**config.mk**
```make
export PLATFORM = sky130hd
export DESIGN_NAME = fp16_dot_accumulator
export DESIGN_NICKNAME = d
export VERILOG_FILES = /design/src/rtl/fp16_dot_accumulator.sv
export SDC_FILE = /design/constraint.sdc
export NUM_CORES = 1
export LEC_CHECK = 0
export CAP_MARGIN = 15
export CORE_UTILIZATION = 35
export DETAILED_ROUTE_END_ITERATION = 8
export SYNTH_ARGS = -nofsm -noshare
export SYNTH_HDL_FRONTEND = slang
export SYNTH_SLANG_ARGS = --single-unit
```
**constraint.sdc**
```tcl
create_clock -name clk -period 15 [get_ports clk]
set_clock_uncertainty 0.2 [all_clocks]
set_input_delay 3 -clock clk [delete_from_list [all_inputs] [get_ports clk]]
set_output_delay 3 -clock clk [all_outputs]
set_load 0.1 [all_outputs]
```
**src/rtl/fp16_dot_accumulator.sv**
```systemverilog
// Reduces groups of up to VEC_LEN FP16 products into one FP16 sum.
// The add is approximate: capped alignment, truncation, single-step normalisation.
module fp16_dot_accumulator #(
   parameter int VEC_LEN      = 8,
   parameter int APPROX_ALIGN = 4
) (
   input  logic        clk,
   input  logic        rst,
   input  logic        in_valid,
   output logic        in_ready,
   input  logic [15:0] in_data,
   input  logic        in_last,
   output logic        out_valid,
   input  logic        out_ready,
   output logic [15:0] out_data,
   output logic [7:0]  out_count,
   output logic        out_ovf
);

   typedef enum logic [1:0] {
      IDLE  = 2'd0,
      ACCUM = 2'd1,
      DONE  = 2'd2
   } state_t;

   localparam logic [7:0] VEC_LEN_C = 8'(VEC_LEN);
   localparam logic [4:0] ALIGN_C   = 5'(APPROX_ALIGN);

   state_t      state_r;
   state_t      state_next_s;
   logic [15:0] acc_r;
   logic [7:0]  cnt_r;
   logic        ovf_r;
   logic        out_valid_r;
   logic        in_ready_r;
   logic        accept_s;
   logic [7:0]  cnt_inc_s;
   logic [16:0] add_res_s;

   // Returns {saturated, fp16 result} of the approximate add.
   function automatic logic [16:0] fp16_add(input logic [15:0] x, input logic [15:0] y);
      logic        x_big;
      logic [15:0] l_op;
      logic [15:0] s_op;
      logic [4:0]  diff;
      logic [4:0]  sh;
      logic [10:0] m_l;
      logic [10:0] m_s;
      logic [11:0] sum;
      logic [5:0]  e;
      logic [9:0]  mant;
      logic [16:0] res;
      x_big = (x[14:10] > y[14:10]) ||
              ((x[14:10] == y[14:10]) && (x[9:0] >= y[9:0]));
      l_op  = x_big ? x : y;
      s_op  = x_big ? y : x;
      diff  = l_op[14:10] - s_op[14:10];
      sh    = (diff > ALIGN_C) ? ALIGN_C : diff;
      m_l   = {(l_op[14:10] != 5'd0), l_op[9:0]};
      m_s   = {(s_op[14:10] != 5'd0), s_op[9:0]} >> sh;
      if (l_op[15] == s_op[15]) begin
         sum = {1'b0, m_l} + {1'b0, m_s};
      end else begin
         sum = {1'b0, m_l} - {1'b0, m_s};
      end
      if (sum[11]) begin
         e    = {1'b0, l_op[14:10]} + 6'd1;
         mant = sum[10:1];
      end else if (sum[10]) begin
         e    = {1'b0, l_op[14:10]};
         mant = sum[9:0];
      end else begin
         // Only one left step: deeper cancellation keeps truncated precision.
         e    = {1'b0, l_op[14:10]} - 6'd1;
         mant = {sum[8:0], 1'b0};
      end
      if (sum == 12'd0) begin
         res = 17'd0;
      end else if (l_op[14:10] == 5'd0) begin
         res = {1'b0, l_op[15], 15'd0};
      end else if ((e >= 6'd31) || (l_op[14:10] == 5'd31)) begin
         res = {1'b1, l_op[15], 5'h1F, 10'h000};
      end else begin
         res = {1'b0, l_op[15], e[4:0], mant};
      end
      return res;
   endfunction

   assign accept_s  = in_valid && in_ready_r;
   assign cnt_inc_s = cnt_r + 8'd1;
   assign add_res_s = fp16_add(acc_r, in_data);

   // Next-state decode for the group FSM.
   always_comb begin
      state_next_s = state_r;
      case (state_r)
         IDLE: begin
            if (accept_s) begin
               if (in_last || (VEC_LEN_C == 8'd1)) begin
                  state_next_s = DONE;
               end else begin
                  state_next_s = ACCUM;
               end
            end else begin
               state_next_s = IDLE;
            end
         end
         ACCUM: begin
            if (accept_s) begin
               if (in_last || (cnt_inc_s == VEC_LEN_C)) begin
                  state_next_s = DONE;
               end else begin
                  state_next_s = ACCUM;
               end
            end else begin
               state_next_s = ACCUM;
            end
         end
         DONE: begin
            if (out_ready) begin
               state_next_s = IDLE;
            end else begin
               state_next_s = DONE;
            end
         end
         default: state_next_s = IDLE;
      endcase
   end

   // State, accumulator and registered handshake outputs.
   always_ff @(posedge clk) begin
      if (rst) begin
         state_r     <= IDLE;
         acc_r       <= 16'h0000;
         cnt_r       <= 8'd0;
         ovf_r       <= 1'b0;
         out_valid_r <= 1'b0;
         in_ready_r  <= 1'b1;
      end else begin
         state_r     <= state_next_s;
         out_valid_r <= (state_next_s == DONE);
         in_ready_r  <= (state_next_s != DONE);
         case (state_r)
            IDLE: begin
               if (accept_s) begin
                  acc_r <= in_data;
                  cnt_r <= 8'd1;
                  ovf_r <= 1'b0;
               end
            end
            ACCUM: begin
               if (accept_s) begin
                  acc_r <= add_res_s[15:0];
                  cnt_r <= cnt_inc_s;
                  ovf_r <= ovf_r | add_res_s[16];
               end
            end
            DONE: begin
               acc_r <= acc_r;
            end
            default: begin
               acc_r <= 16'h0000;
               cnt_r <= 8'd0;
               ovf_r <= 1'b0;
            end
         endcase
      end
   end

   assign in_ready  = in_ready_r;
   assign out_valid = out_valid_r;
   assign out_data  = acc_r;
   assign out_count = cnt_r;
   assign out_ovf   = ovf_r;

endmodule

```
# Word-level counts from Yosys, hierarchy flattened
# Cells that the tools add are included.
[totals] regBits=29 latchBits=0 ramBits=0 mem_bits_ro=0 input_bits=21 elab_cells=66 n_memories=0
[op_classes] n_addsub=6 mul=0 div=0 magnitude_cmp=4 eq_ne=10 shift=1 mux=26 bitwise_logic=2 reduce_logical=11
[op_table] cell="$mux 16" count=4
[op_table] cell="$mux 17" count=3
[op_table] cell="$pmux 16 s3" count=1
[op_table] cell="$pmux 8 s3" count=1
[op_table] cell="$mux 10" count=2
[op_table] cell="$mux 8" count=2
[op_table] cell="$add 11x11->12" count=1
[op_table] cell="$logic_not 12->1" count=1
[op_table] cell="$mux 12" count=1
[op_table] cell="$mux 6" count=2
[op_table] cell="$sub 11x11->12" count=1
[op_table] cell="$shr 11x5->11" count=1
[op_table] cell="$ge 10x10->1" count=1
[op_table] cell="$mux 2" count=5
[op_table] cell="$reduce_bool 5->1" count=2
[op_table] cell="$add 8x1->8 const B" count=1
[op_table] cell="$eq 8x4->1 const B" count=1
[op_table] cell="$add 5x1->6 const B" count=1
[op_table] cell="$ge 6x5->1 const B" count=1
[op_table] cell="$ne 2x2->1 const B" count=3
[op_table] cell="$pmux 2 s3" count=1
[op_table] cell="$sub 5x1->6 const B" count=1
[op_table] cell="$eq 5x5->1" count=1
[op_table] cell="$eq 5x5->1 const B" count=1
[op_table] cell="16 further kinds" count=21

# Logic depth before layout (Yosys ltp)
# Gate-level depths: netlist of run 1.
[depth] depth_word=20 depth_mapped=40

# Worst setup path after synthesis of run 1
# No wires, ideal clock.
[synth_path] path_type="input to register" startpoint="input port in_data[11]" endpoint="register acc_r[13], in the netlist out_data[13]" arrival_ns=10.281 slack_ns=4.395 path_stages=38 path_cell_list="inv_1 ha_1 nor2b_1 o21a_1 or4_4 o21a_1 buf_6 clkbuf_1 buf_1 o21a_1 ha_1 inv_1 o21ai_0 a21oi_1 nand4b_1 nor4_2 buf_4 clkbuf_1 [2 not listed] nor2_1 xor2_1 ha_1 nor2b_1 o21ai_0 a21oi_1 o41ai_1 nor3_1 a31oi_1 nand2_1 or3_1 nor3_1 nand2_1 mux2i_1 nor2_2 buf_2 a31oi_1 o21ai_0"
[synth_via] elab_chain_len=19 elab_cells_between_ends=30 cone_classes="5 x add/sub; 3 x order compare; 3 x eq/ne; 1 x shift; 11 x mux; 7 x reduce/logical"
[synth_lines] element="from (decl)" line_no="11" rtl="input logic [15:0] in_data,"
[synth_lines] element="parallel branches: the longest is 16 deep, another holds $sub 11x11->12"
[synth_lines] element="$mux 17 *" line_no="77" rtl="if (sum == 12'd0) begin"
[synth_lines] element="$mux 16 *" line_no="152" rtl="if (accept_s) begin"
[synth_lines] element="$pmux 16 s3 *" line_no="143" rtl="case (state_r)"
[synth_lines] element="to (signal assigned)" line_no="146" rtl="acc_r <= in_data;"
[synth_lines] element="to (signal assigned)" line_no="153" rtl="acc_r <= add_res_s[15:0];"
[synth_lines] element="to (signal assigned)" line_no="159" rtl="acc_r <= acc_r;"
[synth_lines] element="to (decl)" line_no="31" rtl="logic [15:0] acc_r;"
# Every way passes the cells marked *. The select of a mux whose other input is x is not followed.
# A chain may end at the register's enable or synchronous reset.

# Final worst setup path of run 1
[layout_path] startpoint="input port in_data[12]" endpoint="register acc_r[4], in the netlist out_data[4]"
# Same word-level chain as after synthesis.

==> results by group, run 1 <==
Yosys
  – Top_reg_cell synth: dfxtp_1
  – Asr flop ratio synth: 0%
  – Ys Warns: 0
  – Register area share after synthesis: 13.5%
  – EDFF count, synth: 0
  – Mapped Cells: 616
  – Mapped Nets: 670
  – Syn_area_per_cell: roughly 7.0 um^2
  – Netlist Area Pre-Place: approximately 4300 um^2
  – Yosys cell types: 67
  – Register bit total from synthesis: 29

Worst hold path
  – HP Class: reg -> reg
  – Hold_sp: out_ovf
  – Hold path cells: 2

Route
  – Detailed Route WL: around 14000 um
  – Vias: approximately 4700
  – Drt first-iter violations: between 400 and 500
  – DRC: 0
  – First-pass DRT Iterations: 5
  – Vias per std cell: just under 6
  – ANT nets after route: 0
  – Drt wl/cell: 17.2 um

STA
  – RSZ-0062 raised after global routing: no
  – Slew Limit Fails: 0
  – Final Hold Fails: 0
  – Hold slack: 0.256 ns
  – Final setup TNS: 0 ns
  – FMAX: ~82 MHz
  – Tmin final: between 10 and 15 ns
  – Worst slew margin: roughly 22%
  – Post-route setup slack: roughly 2.7 ns
  – Final Setup Violations: 0
  – Final Cycle Share: 81.7%
  – Slew of the pin with the lowest slew margin: about 1.2 ns

Finish
  – Commonest non-fill, non-tap cells in the layout: 74 x nor2_1, 60 x nand2_1, 47 x a21oi_1, 47 x clkdlybuf4s50_1, 38 x inv_1
  – Fill count: ~1200
  – Most common cell after layout, fill and taps aside: nor2_1
  – Syn-to-layout area delta: 16.2%
  – ANT cells: 0
  – Layout Utilization: approximately two fifths
  – Ratio of cells with drive above 1 in the final layout: under 10%
  – Nets: roughly 700

Floorplanning
  – IO Pins: 48
  – Die area: between 10000 and 15000 um^2
  – Vert. Die Dim: 113 um
  – Core ar.: 12000 um^2
  – Starting Density: a little over a third
  – Die X-Extent: 113 um
  – # rows: 40

Clock network
  – CTS root buffer: clkbuf_16
  – Post-CTS Setup Bufs: 0
  – Inserted Clock Buffers: 5
  – Post-CTS sizing: 0
  – Deepest clock path buffer count: 2
  – Skew-Pair Late Insertion Delay: 0.27 ns
  – # hold bufs at CTS: 0
  – Clock tree from TritonCTS: done
  – CTS H-tree depth: 2
  – Reg clk slew, reported paths: approximately 0.05 ns
  – CTS sink count: 29

Critical path
  – WS Path Type: in -> reg
  – CP Capture Type: flip-flop
  – Worst r2r src: out_data[13]
  – Startpoint Class: input pin
  – WP data required: between 10 and 15 ns
  – CP arrival: roughly 12 ns
  – Depth of the most critical reg-to-reg path: 30
  – Crit-path max FO: 20
  – Setup crit start: in_data[12]

Global route
  – Total track usage: a little over a fifth
  – Grt ovf: 0
  – Number of global-route vias before repair: between 4000 and 5000
  – Largest net degree at the start of global routing: 30
  – First-pass GRT wire length: ~21000 um
  – Initial antenna violation count: 0

Power
  – Power consumption: 0.874 mW
  – Max VDD drop: ~0.079 mV
  – Leak pwr: 1.97 nW
  – PwrDens: roughly 180 nW/um^2

Place
  – DP HPWL: 10300 um
  – RD Place Congestion: about 0.85
  – PortBufs: 47
  – Pre-CTS setup slack: roughly 2.6 ns

Run
  – MaxCap Viol Count: 0

Outcome
  – Status: finished clean
-- flip-flops by register name, indices dropped and copies added (netlist names) --
register   cells
in_ready       1
out_count      8
out_data      16
out_ovf        1
out_valid      1
state_r        2
-- logic make-up after synthesis --
| kind of cell | synth area share (%) |
|---|---|
| AO/OA/AOI/OAI | 28.9 |
| multiplexers | 10.7 |
| adder cells (fa/ha/maj) | 9.80 |
| buffers and inverters | 6.89 |
| AND/OR/NAND/NOR | 25.1 |
| XOR/XNOR | 5.08 |
| flip-flops | 13.5 |
-- layer usage --
layer  part of all wire (%)  global-route usage [%]  vias up  wire (um)
met5                      0                       0        -          0
met4                    1.8                    5.07        0        238
met3                    6.2                    2.70       18        841
met2                     46                    34.9      182       6250
met1                     46                    28.5     2146       6250
li1                       -                       -     2307          -
-- synthesized netlist by cell type, types with 4 or more instances --
library cell	instances	share of area (%)
nand3_1	26	3.0
mux2i_1	31	7.2
nor4_1	4	0.58
dfxtp_1	29	14
o211ai_1	15	2.6
a211oi_1	12	2.1
nor2b_1	11	1.6
nand2b_1	7	1.0
buf_2	8	0.93
o22ai_1	5	0.73
ha_1	32	9.3
nand4_1	9	1.3
a22oi_1	4	0.70
a21oi_1	47	5.5
nand2_1	60	5.3
a221oi_1	5	1.0
a21o_1	8	1.4
nor3_1	15	1.8
xnor2_1	14	2.9
clkbuf_1	21	1.8
o21a_1	5	0.88
nor2_1	74	6.5
or3_1	5	0.73
o2111ai_1	7	1.4
xor2_1	9	1.8
o21ai_0	32	3.7
buf_1	4	0.35
inv_1	38	3.3
a32oi_1	5	1.0
and3_1	6	0.88
mux2_2	10	2.6
a31oi_1	6	0.88
-- final timing paths --
check	to	slack (ns)
hold / removal	out_ovf	0.26
setup / recovery	out_data[4]	2.74
hold reg to reg	out_ovf	0.26
setup reg to reg	out_data[4]	5.69
-- power breakdown --
part	total, mW	internal, mW	leakage, nW	switching, mW
sequential	0.0970	0.0841	0.238	0.0129
combinational	0.685	0.263	1.67	0.422
clock	0.0920	0.0590	0.0655	0.0330
total	0.874	0.407	1.97	0.467
-- worst max-delay path, cell delays in order --
cell and delay [ns]:
clkdlybuf4s50_1 0.59, inv_1 0.12, ha_1 0.49, and3_1 0.23, and3_1 0.21, nand3_1 0.31, o21ai_2 0.87, nor3_1 0.09
a41oi_1 0.21, o221ai_1 0.25, nor4_4 0.93, mux2_2 0.44, ha_1 0.21, nor2_1 0.14, xor2_1 0.18, ha_1 0.29
nor2b_1 0.14, o21ai_0 0.20, a21oi_1 0.12, o41ai_1 0.51, nor3_1 0.11, a31oi_1 0.38, nand2_1 0.47, a21oi_1 0.27
o21ai_0 0.09, mux2i_1 0.75, o2111ai_1 0.32, a221oi_1 0.29
-- area by class of cell --
cell class,count,area [um^2],area share [%]
Multi-Input combinational cell,514,3420,68.7
Sequential cell,29,581,11.7
Timing Repair Buffer,54,523,10.5
Tap cell,147,184,3.69
Inverter,38,143,2.86
Clock buffer,5,125,2.51
Clock inverter,1,5.00,0.100
-- metrics by stage --
step                instances  area (um^2)
detailed placement        782         4850
CTS                       788         4980
floorplan                 616         4290
global route              788         4980
finish                    788         4980
global placement          782         4850
(Power assumes the default switching activity.)
==> run 2, diff against run 1 <==
- clock period: 15 -> 11.1 ns (I/O delays scaled with it)
==> results by group, run 2 (synthesis results as in run 1) <==
Finish
  – Nets: 702 (+0.86%)
  – Fill count: 1240 (+1.1%)
  – Most common cell after layout, fill and taps aside: nor2_1
  – ANT cells: 0 (unchanged)
  – Syn-to-layout area delta: 17.6%
  – Ratio of cells with drive above 1 in the final layout: 6.47% (+1.2 points)
  – Commonest non-fill, non-tap cells in the layout: 74 x nor2_1, 60 x nand2_1, 47 x a21oi_1, 47 x clkdlybuf4s50_1, 38 x inv_1
  – Max reg flops: 16 (unchanged)

Power
  – Clock power frac: 10.9% (+0.4 points)
  – Leak pwr: 2.01 nW (+1.9%)
  – P_int: 0.563 mW (+39%)
  – P_sw: 0.637 mW (+36%)
  – Logic pwr share: 78.2% (-0.2 points)
  – Sw Ratio: 53.1% (-0.41 points)
  – Max VDD drop: 0.110 mV (+39%)
  – PwrDens: 238 nW/um^2 (+36%)
  – Reg power frac: 10.9% (-0.2 points)

Route
  – First-pass DRT Iterations: 5 (unchanged)
  – WL met2: 6430 um (+2.9%)
  – Routed length on met3: 630 um (-25%)
  – DRC: 0 (unchanged)
  – Detailed Route WL: 13600 um (+0.29%)
  – ANT nets after route: 0 (unchanged)
  – Vias: 4735 (+1.8%)
  – Vias per std cell: 5.95 (+0.74%)
  – Drt wl/cell: 17.1 um (-0.71%)
  – Drt first-iter violations: 301 (-33%)
  – Wire length on met1: 6470 um (+3.5%)
  – Highest metal layer with signal wires: met4

Clock network
  – CTS sink count: 29 (unchanged)
  – CTS H-tree depth: 2 (unchanged)
  – Reg clk slew, reported paths: 0.05 ns (about the same)
  – Clock tree from TritonCTS: done
  – CTS root buffer: clkbuf_16
  – Deepest clock path buffer count: 2 (unchanged)
  – Post-CTS sizing: 0 (unchanged)
  – Inserted Clock Buffers: 5 (unchanged)
  – Post-CTS Setup Bufs: 0 (unchanged)
  – # hold bufs at CTS: 0 (unchanged)
  – Skew-Pair Late Insertion Delay: 0.28 ns (about the same)

Floorplanning
  – Die area: 12700 um^2 (unchanged)
  – Core ar.: 12000 um^2 (unchanged)
  – # rows: 40 (unchanged)
  – IO Pins: 48 (unchanged)
  – Die X-Extent: 113 um (unchanged)
  – Vert. Die Dim: 113 um (unchanged)
  – Starting Density: 35.8% (unchanged)

Run
  – MaxCap Viol Count: 0 (unchanged)

Worst hold path
  – Hold_sp: out_ovf
  – Hold path cells: 2 (unchanged)
  – HP Class: reg -> reg
  – Worst Hold End: out_ovf

STA
  – Slew of the pin with the lowest slew margin: 0.980 ns (-0.185 ns)
  – Tmin final: ~10 ns
  – RSZ-0062 raised after global routing: no
  – FMAX: ~97 MHz
  – Final Cycle Share: just over 90%
  – Final Hold Fails: 0 (unchanged)
  – Worst slew margin: 34.5% (+13 points)
  – Hold slack: 0.262 ns (+0.00618 ns)
  – Slew Limit Fails: 0 (unchanged)
  – Final Setup Violations: 0 (unchanged)
  – Final setup TNS: 0 ns (unchanged)

Critical path
  – Max incr delay on CP: 0.63 ns (-0.30 ns)
  – FF-to-FF End: out_data[8]
  – WS Path Type: in -> reg
  – R2R Setup Slk: 2.96 ns (-2.73 ns)
  – WP data required: 11.02 ns (-3.96 ns)
  – Depth of the most critical reg-to-reg path: 32 (+6.7%)
  – CP arrival: 10.24 ns (-2.00 ns)
  – CP Capture Type: flip-flop
  – Worst path depth: 34 (+21%)
  – Crit-path max FO: 19 (-5.0%)
  – Most frequent CP cell: a21oi_1
  – CP max-delay cell: clkdlybuf4s50_1
  – CP top delay family: compound AO/OA/AOI/OAI gates
  – WP buf/inv: 5 (+3)
  – Worst r2r src: out_data[12]
  – Startpoint Class: input pin

Place
  – DP HPWL: 10500 um (+1.6%)
  – RD Place Congestion: 0.921 (+8.1%)
  – PortBufs: 47 (unchanged)

Global route
  – Largest net degree at the start of global routing: 33 (+10%)
  – Total track usage: 21.6% (+0.66 points)
  – Grt ovf: 0 (unchanged)
  – Initial antenna violation count: 0 (unchanged)
  – Number of global-route vias before repair: 4470 (+7.5%)
  – First-pass GRT wire length: 22300 um (+3.9%)

Outcome
  – Status: finished clean
run 2: cell types whose count changed in the layout (fill, tap and decap cells not counted), sizes merged:
| cell | delta |
|---|---|
| buf | +6 |
| clkbuf | +1 |
| clkinv | +1 |
run 2: how the worst max path moves through the flow:
| stage | from | to | slack, ns |
|---|---|---|---|
| final | in_data[12] | out_data[8] | 0.78 |
| after global placement | in_data[12] | out_data[10] | 0.74 |
| after detailed placement | in_data[12] | out_data[7] | 0.48 |
| after global routing | in_data[12] | out_data[10] | 0.09 |
| after CTS | in_data[12] | out_data[8] | 0.73 |
| after floorplan | in_data[11] | out_data[13] | 1.27 |
run 2: worst min-delay path, cell delays in order (launching register included):
cell and delay, ns:
dfxtp_1 0.31, inv_1 0.05, a21oi_1 0.05
run 2: stage by stage:
| step | cell area [um^2] | power (mW) | setup WS (ns) | cells | utilization, % |
|---|---|---|---|---|---|
| floorplan | 4290 | 0.858 | 1.27 | 616 | - |
| global placement | 4900 | 1.04 | 0.739 | 788 | 40.9 |
| detailed placement | 4900 | 1.05 | 0.476 | 788 | 40.9 |
| CTS | 5030 | 1.19 | 0.726 | 796 | 42.1 |
| global route | 5040 | 1.30 | 0.0943 | 796 | 42.2 |
| finish | 5040 | 1.20 | 0.781 | 796 | 42.2 |
run 2: metal layers:
| metal | vias to the layer above | global-route usage, % |
|---|---|---|
| met2 | 143 | 36.7 |
| met1 | 2255 | 29.5 |
| met4 | 0 | 3.91 |
| met3 | 10 | 2.48 |
| met5 | - | 0 |
| li1 | 2327 | - |
run 2: layout make-up:
type / count / area [um^2] / area share [%]
flip-flops and latches: 29 / 581 / 11.5
inverters: 38 / 143 / 2.83
well taps: 147 / 184 / 3.65
repair buffers: 60 / 568 / 11.3
multi-input cells: 514 / 3430 / 68.0
clock inverters: 2 / 10.0 / 0.199
clock buffers: 6 / 129 / 2.56
run 2: power by group through the flow:
stage / registers [mW] / logic [mW] / clock network [mW]
3_3_place_gp: 0.132 / 0.908 / 0
6_report: 0.131 / 0.939 / 0.131
4_1_cts: 0.130 / 0.923 / 0.133
3_5_place_dp: 0.133 / 0.914 / 0
2_1_floorplan: 0.186 / 0.672 / 0
5_1_grt: 0.132 / 1.03 / 0.137
==> run 3, diff against run 2 <==
- SLEW_MARGIN: default -> 30
==> results of run 3 <==
No change in the layout: final DEF, timing and power equal those of run 2.
==> RTL edit (config.mk and constraints of run 2) <==
Encoding of `state_t`: now one-hot (3 bits for 3 states).
--- a/src/rtl/fp16_dot_accumulator.sv
+++ b/src/rtl/fp16_dot_accumulator.sv
@@ -17,10 +17,10 @@
    output logic        out_ovf
 );
 
-   typedef enum logic [1:0] {
-      IDLE  = 2'd0,
-      ACCUM = 2'd1,
-      DONE  = 2'd2
+   typedef enum logic [2:0] {
+      IDLE  = 3'b001,
+      ACCUM = 3'b010,
+      DONE  = 3'b100
    } state_t;
 
    localparam logic [7:0] VEC_LEN_C = 8'(VEC_LEN);
Formal check against the unedited RTL: no difference found for any inputs over 4 cycles, from zero or initial values and one cycle with rst high; so few cycles prove little.
==> RTL edit against run 2 <==
  * Total power grew 23%
  * Maximum frequency up 2.1%
  * Hold slack better by 0.028 ns
  * Setup slack better by 0.21 ns
  * First-iteration DRC count grew 27%
  * Area after synthesis rose by 4.4%
  * Synthesized cell count grew 3.6%
  * Non-clock buffer count up 2
  * Core utilization rose by 0.98 points
  * Design area is 4.9% higher
  * Wire length is 0.40% higher
  * Via count rose by 1.2%
  * Sequential cell count rose by 1
  * Critical endpoint is now out_data[1]$_SDFFE_PP0P_
==> RTL edit: results (changes against run 2) <==
Placed design
The pre-CTS setup slack was 0.676 ns (was 0.476 ns). The total cell area at the placement stage is 5140 sq um (was 4900 sq um). The routability congestion estimate is 0.908 (was 0.921).

Min path
The endpoint of the worst hold-timing path is out_count[1]$_SDFFE_PP0P_ (was out_ovf$_SDFFE_PP0P_). The startpoint of the tightest hold check path is out_count[1]$_SDFFE_PP0P_ (was out_ovf$_SDFFE_PP0P_).

Global routing
The met1 track utilization from global routing came to 27.6% (was 29.5%). The largest net degree at the start of global routing came to 36 (was 33). The wire length of the first global-routing pass came to 22700 um (was 22300 um). The met3 track utilization from global routing was 2.06% (was 2.48%).

The number of global-route vias before repair is 4688 (was 4470). The overall global routing resource usage is 21.4% (was 21.6%).

Setup path
The number of cell instances on the worst register-to-register path is 30 (was 32). The endpoint of the most critical register-to-register path is out_data[1]$_SDFFE_PP0P_ (was out_data[8]$_SDFFE_PP0P_). The worst setup slack for register-to-register paths is 3.15 ns (was 2.96 ns). The maximum fanout along the worst path is 12 (was 19). The launch instance of the worst register-to-register path is out_data[4]$_SDFFE_PP0P_ (was out_data[12]$_SDFFE_PP0P_).

Final layout
The fraction of final layout cells sized beyond drive strength 1 is 7.82% (was 6.47%). The net count of the finished layout is 731 (was 702). The number of flip-flops in the largest register was 16 (unchanged).

Synth
The count of different cell masters after synthesis is 68 (was 67). The share of the synthesized area in the top cell type is 13.4% (was 13.5%). The share of the synthesized netlist area taken by xor and xnor gates is 3.91% (was 5.08%).

The sequential-to-total area share from yosys stat is 13.4% (was 13.5%). Leading post-synthesis cells by instance count: 96 x sky130_fd_sc_hd__nor2_1, 83 x sky130_fd_sc_hd__nand2_1, 41 x sky130_fd_sc_hd__a21oi_1 (was 74 x sky130_fd_sc_hd__nor2_1, 60 x sky130_fd_sc_hd__nand2_1, 47 x sky130_fd_sc_hd__a21oi_1).

Pwr
The reported net switching power is 0.796 mW (was 0.637 mW). The power dissipated in combinational cells is 1.19 mW (was 0.939 mW). The relative contribution of sequential cells to total power came to 9.9% (was 10.9%).

The worst voltage drop across the vdd grid came to 0.000113 V (was 0.000110 V). The leakage power of the design came to 2.24 nW (was 2.01 nW).

Drt
The total via count in the routed design was 4790 (was 4735). The routed length on met1 is 6240 um (was 6470 um). The number of violations reported at the end of detailed-routing iteration 0 is 381 (was 301). The met3 wirelength from detailed routing is 587 um (was 630 um).

Run status
Run status: complete, no violations (unchanged).
-- RTL edit: worst max path at each step --
stage | startpoint | endpoint | slack [ns]
detailed placement | in_data[13] | out_data[1]$_SDFFE_PP0P_ | 0.68
CTS | in_data[13] | out_data[1]$_SDFFE_PP0P_ | 0.96
floorplan | in_data[13] | out_data[0]$_SDFFE_PP0P_ | 1.53
global placement | in_data[4] | out_ovf$_SDFFE_PP0P_ | 0.79
finish | in_data[13] | out_data[1]$_SDFFE_PP0P_ | 0.99
global route | in_data[13] | out_data[1]$_SDFFE_PP0P_ | 0.30
-- RTL edit: area by class of cell --
type / instances / area (sq um)
Timing Repair Buffer: 62 / 583
Sequential cell: 30 / 601
Clock buffer: 7 / 143
Tap cell: 168 / 210
Clock inverter: 1 / 5.00
Fill cell: 1256 / 6970
Multi-Input combinational cell: 542 / 3610
Inverter: 36 / 135
-- RTL edit: stage by stage --
stage	std cells	total power, mW
floorplan	638	1.08
global placement	838	1.31
detailed placement	838	1.32
CTS	846	1.47
global route	846	1.60
finish	846	1.47
